### src/rtl/reg_file_param.sv
// reg_file_param: parametrised 2-read/1-write register file with registered,
// independently enabled read ports, write-to-read bypass, per-entry written
// flags, optional hardwired-zero R0 and per-port address/uninitialised errors.
module reg_file_param #(
  parameter int WIDTH   = 10,
  parameter int DEPTH   = 8,
  parameter bit ZERO_R0 = 1'b0,
  localparam int AW     = $clog2(DEPTH)
) (
  input  logic             CLKb,
  input  logic             RSTb,
  input  logic [WIDTH-1:0] D,
  input  logic             ENW,
  input  logic [AW-1:0]    WRA,
  input  logic             ENR0,
  input  logic [AW-1:0]    RDA0,
  input  logic             ENR1,
  input  logic [AW-1:0]    RDA1,
  output logic [WIDTH-1:0] Q0,
  output logic [WIDTH-1:0] Q1,
  output logic             ERR0,
  output logic             ERR1
);

  logic [WIDTH-1:0] r_regs    [DEPTH];
  logic             r_written [DEPTH];

  logic             w_wrInRange;
  logic             w_wrAccept;
  logic [WIDTH-1:0] w_rdData0;
  logic             w_rdErr0;
  logic [WIDTH-1:0] w_rdData1;
  logic             w_rdErr1;

  // A write only lands when it targets an existing, non-hardwired register.
  assign w_wrInRange = (32'(WRA) < DEPTH);
  assign w_wrAccept  = ENW && w_wrInRange && !(ZERO_R0 && (WRA == '0));

  // Storage and written flags; R0 counts as written when it is hardwired.
  always_ff @(posedge CLKb) begin
    if (!RSTb) begin
      for (int i = 0; i < DEPTH; i++) begin
        r_regs[i]    <= '0;
        r_written[i] <= (ZERO_R0 && (i == 0));
      end
    end else if (w_wrAccept) begin
      r_regs[WRA]    <= D;
      r_written[WRA] <= 1'b1;
    end
  end

  // Next read-port-0 value: range error, hardwired zero, bypass, then storage.
  always_comb begin
    w_rdData0 = '0;
    w_rdErr0  = 1'b0;
    if (32'(RDA0) >= DEPTH) begin
      w_rdData0 = '0;
      w_rdErr0  = 1'b1;
    end else if (ZERO_R0 && (RDA0 == '0)) begin
      w_rdData0 = '0;
      w_rdErr0  = 1'b0;
    end else if (w_wrAccept && (WRA == RDA0)) begin
      w_rdData0 = D;
      w_rdErr0  = 1'b0;
    end else begin
      w_rdData0 = r_regs[RDA0];
      w_rdErr0  = ~r_written[RDA0];
    end
  end

  // Next read-port-1 value, same priority as port 0.
  always_comb begin
    w_rdData1 = '0;
    w_rdErr1  = 1'b0;
    if (32'(RDA1) >= DEPTH) begin
      w_rdData1 = '0;
      w_rdErr1  = 1'b1;
    end else if (ZERO_R0 && (RDA1 == '0)) begin
      w_rdData1 = '0;
      w_rdErr1  = 1'b0;
    end else if (w_wrAccept && (WRA == RDA1)) begin
      w_rdData1 = D;
      w_rdErr1  = 1'b0;
    end else begin
      w_rdData1 = r_regs[RDA1];
      w_rdErr1  = ~r_written[RDA1];
    end
  end

  // Port 0 output register; holds while its enable is low.
  always_ff @(posedge CLKb) begin
    if (!RSTb) begin
      Q0   <= '0;
      ERR0 <= 1'b0;
    end else if (ENR0) begin
      Q0   <= w_rdData0;
      ERR0 <= w_rdErr0;
    end
  end

  // Port 1 output register; holds while its enable is low.
  always_ff @(posedge CLKb) begin
    if (!RSTb) begin
      Q1   <= '0;
      ERR1 <= 1'b0;
    end else if (ENR1) begin
      Q1   <= w_rdData1;
      ERR1 <= w_rdErr1;
    end
  end

endmodule
### config.mk
export PLATFORM = sky130hd
export DESIGN_NAME = reg_file_param
export DESIGN_NICKNAME = d
export VERILOG_FILES = /design/src/rtl/reg_file_param.sv
export SDC_FILE = /design/constraint.sdc
export NUM_CORES = 1
export LEC_CHECK = 0
export ABC_AREA = 1
export CAP_MARGIN = 20
export CORE_MARGIN = 10
export CORE_UTILIZATION = 59
export CTS_CLUSTER_SIZE = 20
export DETAILED_ROUTE_END_ITERATION = 8
export PLACE_DENSITY = 0.81
export SYNTH_ARGS = -nofsm -noshare
export SYNTH_HDL_FRONTEND = slang
export SYNTH_SLANG_ARGS = --single-unit
### constraint.sdc
create_clock -name CLKb -period 1.65 [get_ports CLKb]
set_input_delay 0.165 -clock CLKb [delete_from_list [all_inputs] [get_ports CLKb]]
set_output_delay 0.165 -clock CLKb [all_outputs]
set_load 0.03 [all_outputs]
## Word-level counts from Yosys, hierarchy flattened

Memories as Yosys holds them, arrays and structs flattened. A register that Yosys moved wholly into a read port is not among the register bits.
Cells that the tools add are included.

| storage, ports and cells | value |
|---|---|
| input bits | 24 |
| memories | 2 |
| register bits | 2 |
| memory bits (writable) | 88 |
| output and inout bits | 22 |

Memory list:

| memory | words | bits a word | read ports | clocked after Yosys merged registers in | wr ports | RTL line | source |
|---|---|---|---|---|---|---|---|
| r_regs | 8 | 10 | 2 | 2 | 8 | 25 | `logic [WIDTH-1:0] r_regs [DEPTH];` |
| r_written | 8 | 1 | 2 | 0 | 8 | 26 | `logic r_written [DEPTH];` |

| operators by class | value |
|---|---|
| bitwise operators | 2 |
| multiplexer cells | 12 |
| reduce and logical (&&, ||, !) cells | 6 |
| equal/unequal tests | 2 |

Operator list:

| operator | number |
|---|---|
| $mux 10 | 1 |
| $reduce_or 10->1 | 1 |
| $mux 1 | 9 |
| $eq 3x3->1 | 2 |
| $mux 3 | 2 |
| $logic_and 1x1->1 | 2 |
| $logic_not 1->1 | 2 |
| $not 1->1 | 2 |
| $reduce_or 1->1 | 1 |

## Depth between registers and ports, before layout

Gate-level depths: netlist (run 1).

| depth | value |
|---|---|
| depth after elaboration | 5 |
| gate-level depth with buffers | 10 |

## Worst setup path before layout (run 1)

Ideal clock, no wire load.

| timing | value |
|---|---|
| path type | input to register |
| start | in WRA[2] |
| end | mem r_regs[5][0] (enable) |
| arrival time | 946 ps |
| setup slack | 364 ps |
| library setup time | 340 ps |
| stages on the path | 6 |
| cells stage by stage | buf_4 > inv_1 > nor2_1 > nand2_1 > buf_2 > nand2_1 |

RTL lines:

| element | RTL line | source |
|---|---|---|
| start: declaration | 14 | `input logic [AW-1:0] WRA,` |
| end: declaration | 25 |  |

## Worst setup path in the final report (run 1)

| timing | value |
|---|---|
| start | reg Q1[8] (read register of r_regs) |
| end | out Q1[8] |

RTL lines:

| element | RTL line | source |
|---|---|---|
| start: declaration | 20 | `output logic [WIDTH-1:0] Q1,` |

No word-level cell between the ends.

==> results.json, run 1 <==
{
  "wirelength_mm": 19.8,
  "drtAntennaViolNets": 0,
  "dr.first_iter.drc_count": 760,
  "rows": 36,
  "cp.required_ns": 1.48,
  "synth_top_area_frac": 0.410,
  "finalCriticalPeriod_ns": 1.60,
  "hold_path_class": "primary input to register",
  "synth_area_um2": 5860,
  "r2r.worst_path.cells": 6,
  "outcome": "complete, no violations",
  "crit_arrival_ns": 1.43,
  "htree_levels": 3,
  "critPathBufInv": 1,
  "die_area_um2": 14300,
  "fmax_mhz": 626,
  "initial_core_util": 0.602,
  "max-slew-margin-rel": 0.715,
  "yosys.area.top_type": "edfxtp_1",
  "grtUsageTotal": 0.280,
  "intPower_w": 0.00420,
  "place_congestion": 1.03,
  "slew_viol_final": 0,
  "crit_family": "buffers and inverters",
  "switchingPower_w": 0.00186,
  "reg2reg_slack_ns": 0.43,
  "ys_ff_latch": 110,
  "nNetsFinal": 848,
  "grt_pass1_wl_mm": 31.1,
  "syn_inst": 741,
  "pre_cts_ws_ns": -0.273,
  "worst_slew_pin_slew_ns": 0.426,
  "powerDensity_nw_per_um2": 848,
  "drt-wirelength-per-cell_um": 20.6,
  "max-vdd-ir-drop_mv": 0.632,
  "timing.rr.start": "r_regs[7][0]",
  "die_w_um": 120,
  "core_um2": 9730,
  "cp.depth": 1,
  "cts_hold_buffers": 0,
  "antenna_found_initial": 1,
  "switching_share": 0.307,
  "clock_path_buffers": 2,
  "pwr-share-clk": 0.256,
  "grt_pass1_vias": 5426,
  "yosysWarningCount": 0,
  "yosys-top-cells-area": "edfxtp_1 41%, nand2_1 15%, nand3_1 13%, dfxtp_1 10%, nor2_1 5.6%",
  "fin_ws_ns": 0.0517,
  "worstPathMaxFanout": 2,
  "drtPass1Iterations": 6,
  "area_growth_pct": 22.0,
  "skew_ns": 0.0182,
  "clockRootBuffer": "clkbuf_8",
  "cts_sinks": 110,
  "maxCapViolCount": 0,
  "die_y_um": 120,
  "total_leakage_power_nw": 2.97,
  "synth_seq_area_share": 0.512,
  "fin_setup_tns_ns": 0,
  "path_class": "register to output port",
  "antenna_cells": 0,
  "crit_end": "Q1[8]",
  "grt_overflow": 0,
  "cts_buffers": 9,
  "setup_viol": 0,
  "clk_latency_ns": 0.38,
  "path_cells": "clkdlybuf4s50_1",
  "rsz0062_at_grt": "no",
  "critPathLaunchType": "register",
  "grt_max_degree": 30,
  "viasPerCell": 6.00,
  "io_pins": 46,
  "clk_pin_slew_ns": 0.11,
  "layout-drive-gt1-share": 0.129,
  "dp_hpwl_mm": 15.1,
  "syn_avg_cell_area_um2": 7.91,
  "syn_nets": 765,
  "cp_slowest_stage_delay_ns": 0.70,
  "hold_viol": 0,
  "cts_tree": "yes",
  "pwr-share-seq": 0.539,
  "post-route-period-util": 0.969,
  "vias": 5771,
  "drc": 0,
  "ys_types": 22,
  "port_buffers": 45,
  "pwr-share-comb": 0.205,
  "worstSetupEndpointType": "output port",
  "critPathSlowestCell": "clkdlybuf4s50_1",
  "critPathLaunch": "Q1[8]",
  "r2r-end": "Q1[0]"
}
synth_stat cells:
library cell,n
buf_2,25
edfxtp_1,80
nand3_1,154
inv_1,12
o211ai_1,2
nor2_1,87
o21ai_1,2
nor2_4,2
buf_6,8
nand2_2,2
dfxtp_1,30
inv_2,6
o21ai_0,14
nand3_4,2
clkbuf_1,10
a21oi_1,28
nand2_1,236
buf_1,2
xnor2_2,2
clkinv_1,12
nand4_1,20
buf_4,5
state kept, by name, summed over array words and instances (netlist names):
signal,flops
Q0,10
ERR0,1
r_written,8
r_regs,80
ERR1,1
Q1,10
placed cells by master (no fill, tap or decap), types with 6 or more instances in the layout:
| cell type | instances |
|---|---|
| o21ai_0 | 14 |
| dfxtp_1 | 30 |
| buf_12 | 16 |
| inv_2 | 6 |
| nand2_1 | 236 |
| a21oi_1 | 28 |
| buf_4 | 61 |
| clkdlybuf4s50_1 | 45 |
| nand3_1 | 154 |
| nand4_1 | 20 |
| nor2_1 | 86 |
| clkbuf_8 | 9 |
| inv_1 | 12 |
| edfxtp_1 | 80 |
| clkinv_1 | 13 |
routing by layer:
metal	global-route usage	vias up	wire length, um
met5	0	-	9
met4	0.150	2	965
met3	0.0788	64	2560
met2	0.404	393	8350
met1	0.374	2663	7890
li1	-	2649	-
final cells by class:
cell class              count  area (um2)
clock buffers               9         124
multi-input cells         551        2460
well taps                 133         166
clock inverters             7        56.3
flip-flops and latches    110        3000
inverters                  30         113
fillers                   755        2580
repair buffers            122        1230
metrics by stage:
step                cells  power [W]  cell area (um2)  hold slack, ns   util
global route          962    0.00627             7150           0.460  0.735
finish                962    0.00606             7150           0.448  0.735
CTS                   962    0.00603             7140           0.450  0.734
detailed placement    946    0.00453             6960           0.456  0.715
floorplan             741    0.00395             5860           0.272      -
global placement      946    0.00451             6960           0.454  0.715
power groups by stage:
| stage | Combinational [W] | Sequential [W] | Clock [W] |
|---|---|---|---|
| after floorplan | 0.000600 | 0.00335 | 0 |
| after global placement | 0.00119 | 0.00331 | 0 |
| after detailed placement | 0.00121 | 0.00332 | 0 |
| after CTS | 0.00122 | 0.00326 | 0.00156 |
| after global routing | 0.00135 | 0.00328 | 0.00164 |
| final | 0.00124 | 0.00327 | 0.00155 |
cells by family after synthesis:
kind of cell,after synthesis,synth area share
and+or+nand+nor,503,0.372
DFF,110,0.512
AOI/OAI and AO/OA,46,0.0401
xor gates and xnor gates,2,0.00555
buffers and inverters,80,0.0700
how the worst min path moves through the flow:
stage               startpoint           end  depth (start not counted)
floorplan                 RSTb  r_written[5]                          2
finish                    ENR1          ERR1                          2
global route              ENR1          ERR1                          2
CTS                       ENR1          ERR1                          2
global placement         Q1[9]         Q1[9]                          2
detailed placement       Q1[0]         Q1[0]                          2
timing repair:
action | 4_1_cts | 5_1_grt
gates resized for setup | 0 | 2
buffers inserted | 0 | 0
endpoints found under the setup margin | 0 | 18
Note: power is estimated with default switching activity, not from simulation.
==> run 2: changes to the inputs <==
--- a/config.mk
+++ b/config.mk
@@ -12,6 +12,7 @@
 export CTS_CLUSTER_SIZE = 20
 export DETAILED_ROUTE_END_ITERATION = 8
 export PLACE_DENSITY = 0.81
+export SKIP_LAST_GASP = 1
 export SYNTH_ARGS = -nofsm -noshare
 export SYNTH_HDL_FRONTEND = slang
 export SYNTH_SLANG_ARGS = --single-unit
==> constraint.sdc (replaced) <==
create_clock -name CLKb -period 1.8 [get_ports CLKb]
set_input_delay 0.18 -clock CLKb [delete_from_list [all_inputs] [get_ports CLKb]]
set_output_delay 0.18 -clock CLKb [all_outputs]
set_load 0.03 [all_outputs]
==> results.json, run 2 (synthesis results as in run 1) <==
{
  "layout_commonest_cell": "nand2_1",
  "power.total_w": 0.00553,
  "top_regs": "r_regs x80, Q0 x10, Q1 x10",
  "clk_latency_ns": 0.39,
  "vias": 5732,
  "slew_viol_final": 0,
  "clockRootBuffer": "clkbuf_8",
  "place_congestion": 1.03,
  "rows": 36,
  "grtUsageTotal": 0.269,
  "final_util": 0.724,
  "area_growth_pct": 20.2,
  "r2r.worst_path.cells": 6,
  "path_cells": "clkdlybuf4s50_1",
  "design_area_um2": 7040,
  "holdPathStages": 2,
  "top_register": "r_regs",
  "outcome": "complete, no violations",
  "antenna_found_initial": 0,
  "cts_buffers": 9,
  "antenna_cells": 0,
  "max-vdd-ir-drop_mv": 0.632,
  "cts_tree": "yes",
  "die_w_um": 120,
  "clk_pin_slew_ns": 0.10,
  "viasPerCell": 6.01,
  "cts_setup_buffers": 0,
  "critPathBufInv": 1,
  "switching_share": 0.308,
  "largest_register_ffs": 80,
  "total_leakage_power_nw": 2.91,
  "layout_common_cells": "236 x nand2_1, 154 x nand3_1, 87 x nor2_1, 80 x edfxtp_1, 56 x buf_4",
  "multiInputGateArea_um2": 2450,
  "post-route-period-util": 0.892,
  "initial_core_util": 0.602,
  "regArea_um2": 3000,
  "cp.required_ns": 1.62,
  "grt_max_degree": 32,
  "pwr-share-seq": 0.541,
  "pwr-share-clk": 0.258,
  "finalCriticalPeriod_ns": 1.60,
  "rsz0062_at_grt": "no",
  "wirelength_mm": 19.5,
  "cp_slowest_stage_delay_ns": 0.69,
  "port_buffers": 45,
  "cts_sinks": 110,
  "die_y_um": 120,
  "path_class": "register to output port",
  "hold_viol": 0,
  "drc": 0,
  "max-slew-margin-rel": 0.544,
  "fmax_mhz": 623,
  "switchingPower_w": 0.00170,
  "drtAntennaViolNets": 0,
  "layout-drive-gt1-share": 0.118,
  "htree_levels": 3,
  "hold_path_class": "primary input to register",
  "core_um2": 9730,
  "dr.first_iter.drc_count": 882,
  "setup_viol": 0,
  "placed_cell_area_um2": 6860,
  "min_to": "ERR1",
  "clock_path_buffers": 2,
  "worstPathMaxFanout": 2,
  "nNetsFinal": 840,
  "grt_pass1_vias": 5089,
  "reg2reg_slack_ns": 0.57,
  "critPathLaunchType": "register",
  "dp_hpwl_mm": 14.7,
  "r2r-end": "Q1[0]",
  "critPathSlowestCell": "clkdlybuf4s50_1",
  "drt-wirelength-per-cell_um": 20.4,
  "grt_pass1_wl_mm": 29.4,
  "drtPass1Iterations": 7,
  "skew_ns": 0.0104,
  "hp-start": "ENR1",
  "intPower_w": 0.00382,
  "worstSetupEndpointType": "output port",
  "timing.rr.start": "r_regs[7][0]",
  "fillers": 769,
  "pwr-share-comb": 0.201,
  "maxCapViolCount": 0,
  "io_pins": 46,
  "powerDensity_nw_per_um2": 785,
  "grt_overflow": 0,
  "die_area_um2": 14300,
  "crit_family": "buffers and inverters",
  "cts_hold_buffers": 0,
  "cts_resized": 0,
  "worst_slew_pin_slew_ns": 0.684,
  "crit_arrival_ns": 1.42
}
## run 2: changes by cell type in the layout (fill, tap and decap cells not counted), sizes merged
cell    delta
inv        -1
buf        -8
clkinv     +1
## run 2: area by class of cell
type / instances / share of cell area
Timing Repair Buffer: 114 / 0.161
Multi-Input combinational cell: 551 / 0.347
Clock inverter: 7 / 0.00853
Sequential cell: 110 / 0.426
Clock buffer: 9 / 0.0176
Tap cell: 133 / 0.0236
Inverter: 30 / 0.0160
## run 2: power by group through the flow
| stage | clock [W] | sequential (W) | combinational, W |
|---|---|---|---|
| global route | 0.00151 | 0.00300 | 0.00119 |
| detailed placement | 0 | 0.00304 | 0.00109 |
| global placement | 0 | 0.00303 | 0.00107 |
| CTS | 0.00142 | 0.00298 | 0.00109 |
| floorplan | 0 | 0.00307 | 0.000550 |
| finish | 0.00143 | 0.00299 | 0.00111 |
## run 2: worst max-delay path by stage
| stage | startpoint | to | slack [ns] | cells past startpoint |
|---|---|---|---|---|
| after floorplan | WRA[2] | r_regs[5][0] | 0.50 | 6 |
| after global placement | RSTb | r_regs[0][2] | -0.11 | 6 |
| after detailed placement | RSTb | r_regs[7][0] | -0.13 | 6 |
| after CTS | Q1[5] | Q1[5] | 0.18 | 1 |
| after global routing | RDA1[2] | Q1[7] | 0.10 | 6 |
| final | Q1[7] | Q1[7] | 0.20 | 1 |
## run 2: through the flow
step                hold WS [ns]  std cells  worst slack (ns)  setup TNS [ns]
CTS                        0.455        954             0.175               0
finish                     0.459        954             0.195               0
global placement           0.453        938            -0.110           -8.59
floorplan                  0.287        741             0.499               0
global route               0.486        954             0.101               0
detailed placement         0.458        938            -0.127           -8.65
## run 2: layer usage
metal  up-vias  share of wire  track usage  routed length [um]
met1      2628           0.39        0.384                7660
met5         -              0            0                   0
met2       422           0.43        0.396                8390
met3        50           0.14       0.0445                2740
li1       2632              -            -                   -
met4         0          0.036        0.112                 694
==> run 3: changes to the inputs <==
--- a/config.mk
+++ b/config.mk
@@ -8,10 +8,10 @@
 export ABC_AREA = 1
 export CAP_MARGIN = 20
 export CORE_MARGIN = 10
-export CORE_UTILIZATION = 59
+export CORE_UTILIZATION = 60
 export CTS_CLUSTER_SIZE = 20
 export DETAILED_ROUTE_END_ITERATION = 8
-export PLACE_DENSITY = 0.81
+export PLACE_DENSITY = 0.82
 export SKIP_LAST_GASP = 1
 export SYNTH_ARGS = -nofsm -noshare
 export SYNTH_HDL_FRONTEND = slang
==> constraint.sdc (replaced) <==
create_clock -name CLKb -period 2.06 [get_ports CLKb]
set_input_delay 0.206 -clock CLKb [delete_from_list [all_inputs] [get_ports CLKb]]
set_output_delay 0.206 -clock CLKb [all_outputs]
set_load 0.03 [all_outputs]
==> results.json, run 3 (synthesis results as in run 1) <==
{
  "pwr-share-clk": 0.294,
  "dpl.cell_count": 914,
  "layout_common_cells": "236 x nand2_1, 154 x nand3_1, 87 x nor2_1, 80 x edfxtp_1, 45 x clkdlybuf4s50_1",
  "path_class": "primary input to register",
  "hp-start": "Q0[2]",
  "viasPerCell": 6.14,
  "cts_resized": 0,
  "hold_ws_ns": 0.475,
  "grtUsageTotal": 0.273,
  "rows": 36,
  "fin_ws_ns": 0.284,
  "grt_max_degree": 45,
  "pwr-share-seq": 0.518,
  "drtAntennaViolNets": 0,
  "grt-busiest-layer": "met2",
  "slew_viol_final": 0,
  "clock_path_buffers": 2,
  "wirelength_mm": 19.8,
  "finalCriticalPeriod_ns": 1.78,
  "cts_hold_buffers": 0,
  "outcome": "complete, no violations",
  "grt_overflow": 0,
  "final_util": 0.711,
  "cp_slowest_stage_delay_ns": 0.63,
  "critPathLaunchType": "primary input",
  "layout_commonest_cell": "nand2_1",
  "initial_core_util": 0.608,
  "crit_arrival_ns": 2.08,
  "powerDensity_nw_per_um2": 731,
  "worst_slew_pin_slew_ns": 0.725,
  "intPower_w": 0.00353,
  "path_common_cell": "nand3_1",
  "layout-drive-gt1-share": 0.0941,
  "critPathSlowestCell": "clkdlybuf4s50_1",
  "place_congestion": 0.991,
  "hold_viol": 0,
  "clockRootBuffer": "clkbuf_8",
  "dp_hpwl_mm": 14.3,
  "area_growth_pct": 16.9,
  "power.total_w": 0.00500,
  "core_um2": 9640,
  "timing.rr.start": "r_regs[3][9]",
  "switchingPower_w": 0.00147,
  "worstPathMaxFanout": 12,
  "die_area_um2": 14100,
  "grt_use_met2": 0.398,
  "cp.required_ns": 2.36,
  "maxCapViolCount": 0,
  "critPathLaunch": "WRA[2]",
  "cts_tree": "yes",
  "total_leakage_power_nw": 2.79,
  "drc": 0,
  "max-vdd-ir-drop_mv": 0.491,
  "fmax_mhz": 563,
  "antenna_found_initial": 0,
  "post-route-period-util": 0.862,
  "grtUsageMet1": 0.364,
  "top_regs": "r_regs x80, Q0 x10, Q1 x10",
  "largest_register_ffs": 80,
  "io_pins": 46,
  "clk_latency_ns": 0.39,
  "grt_pass1_vias": 5197,
  "die_y_um": 119,
  "pwr-share-comb": 0.188,
  "clk_pin_slew_ns": 0.10,
  "pre_cts_ws_ns": -0.0502,
  "grt_pass1_wl_mm": 30.0,
  "dr.first_iter.drc_count": 864,
  "rsz0062_at_grt": "no",
  "layoutNonFillerInstCount": 930,
  "drtPass1Iterations": 6,
  "cts_sinks": 110,
  "cts_setup_buffers": 0,
  "switching_share": 0.294,
  "hold_path_class": "register to register",
  "antenna_cells": 0,
  "max-slew-margin-rel": 0.516,
  "cts_buffers": 9,
  "vias": 5709,
  "die_w_um": 119,
  "drt-wirelength-per-cell_um": 21.3,
  "grtUsageMet3": 0.0883,
  "path_cells": "clkdlybuf4s50_1, xnor2_2, nand3_4, nand3_1, nand3_1, a21oi_1",
  "port_buffers": 45,
  "setup_viol": 0,
  "htree_levels": 3,
  "skew_ns": 0.00998,
  "top_register": "r_regs",
  "nNetsFinal": 816,
  "worstSetupEndpointType": "register"
}
run 3: critical path, delay by kind of cell:
kind	cells	cell delay [ns]
AOI/OAI and AO/OA	1	0.19
xor gates and xnor gates	1	0.58
and+or+nand+nor	3	0.48
buffers and inverters	1	0.63
run 3: area by class of cell:
class	instances	area, um2
flip-flops and latches	110	3000
fillers	816	2790
multi-input cells	551	2450
repair buffers	90	901
well taps	133	166
clock buffers	9	124
inverters	30	113
clock inverters	7	97.6
run 3: worst paths after layout:
| kind | to | slack (ns) | depth (start not counted) |
|---|---|---|---|
| setup / recovery | Q1[0] | 0.28 | 6 |
| hold / removal | Q0[2] | 0.47 | 2 |
| setup reg to reg | Q1[9] | 0.82 | 8 |
| hold reg to reg | Q0[2] | 0.47 | 2 |
run 3: routing by layer:
| layer | wire [um] | part of all wire |
|---|---|---|
| met3 | 2800 | 0.14 |
| met2 | 8440 | 0.43 |
| met5 | 0 | 0 |
| met1 | 7810 | 0.40 |
| met4 | 717 | 0.036 |
run 3: stage by stage:
stage,instance area [um2],TNS [ns]
after floorplan,5860,0
after global placement,6630,0
after detailed placement,6630,-0.0966
after CTS,6850,0
after global routing,6850,0
final,6850,0
run 3: power by group through the flow:
stage               clock, W  sequential (W)  combinational [W]
floorplan                  0         0.00268           0.000481
finish               0.00147         0.00259           0.000938
detailed placement         0         0.00264           0.000917
global route         0.00154         0.00261            0.00101
CTS                  0.00146         0.00259           0.000919
global placement           0         0.00263           0.000898
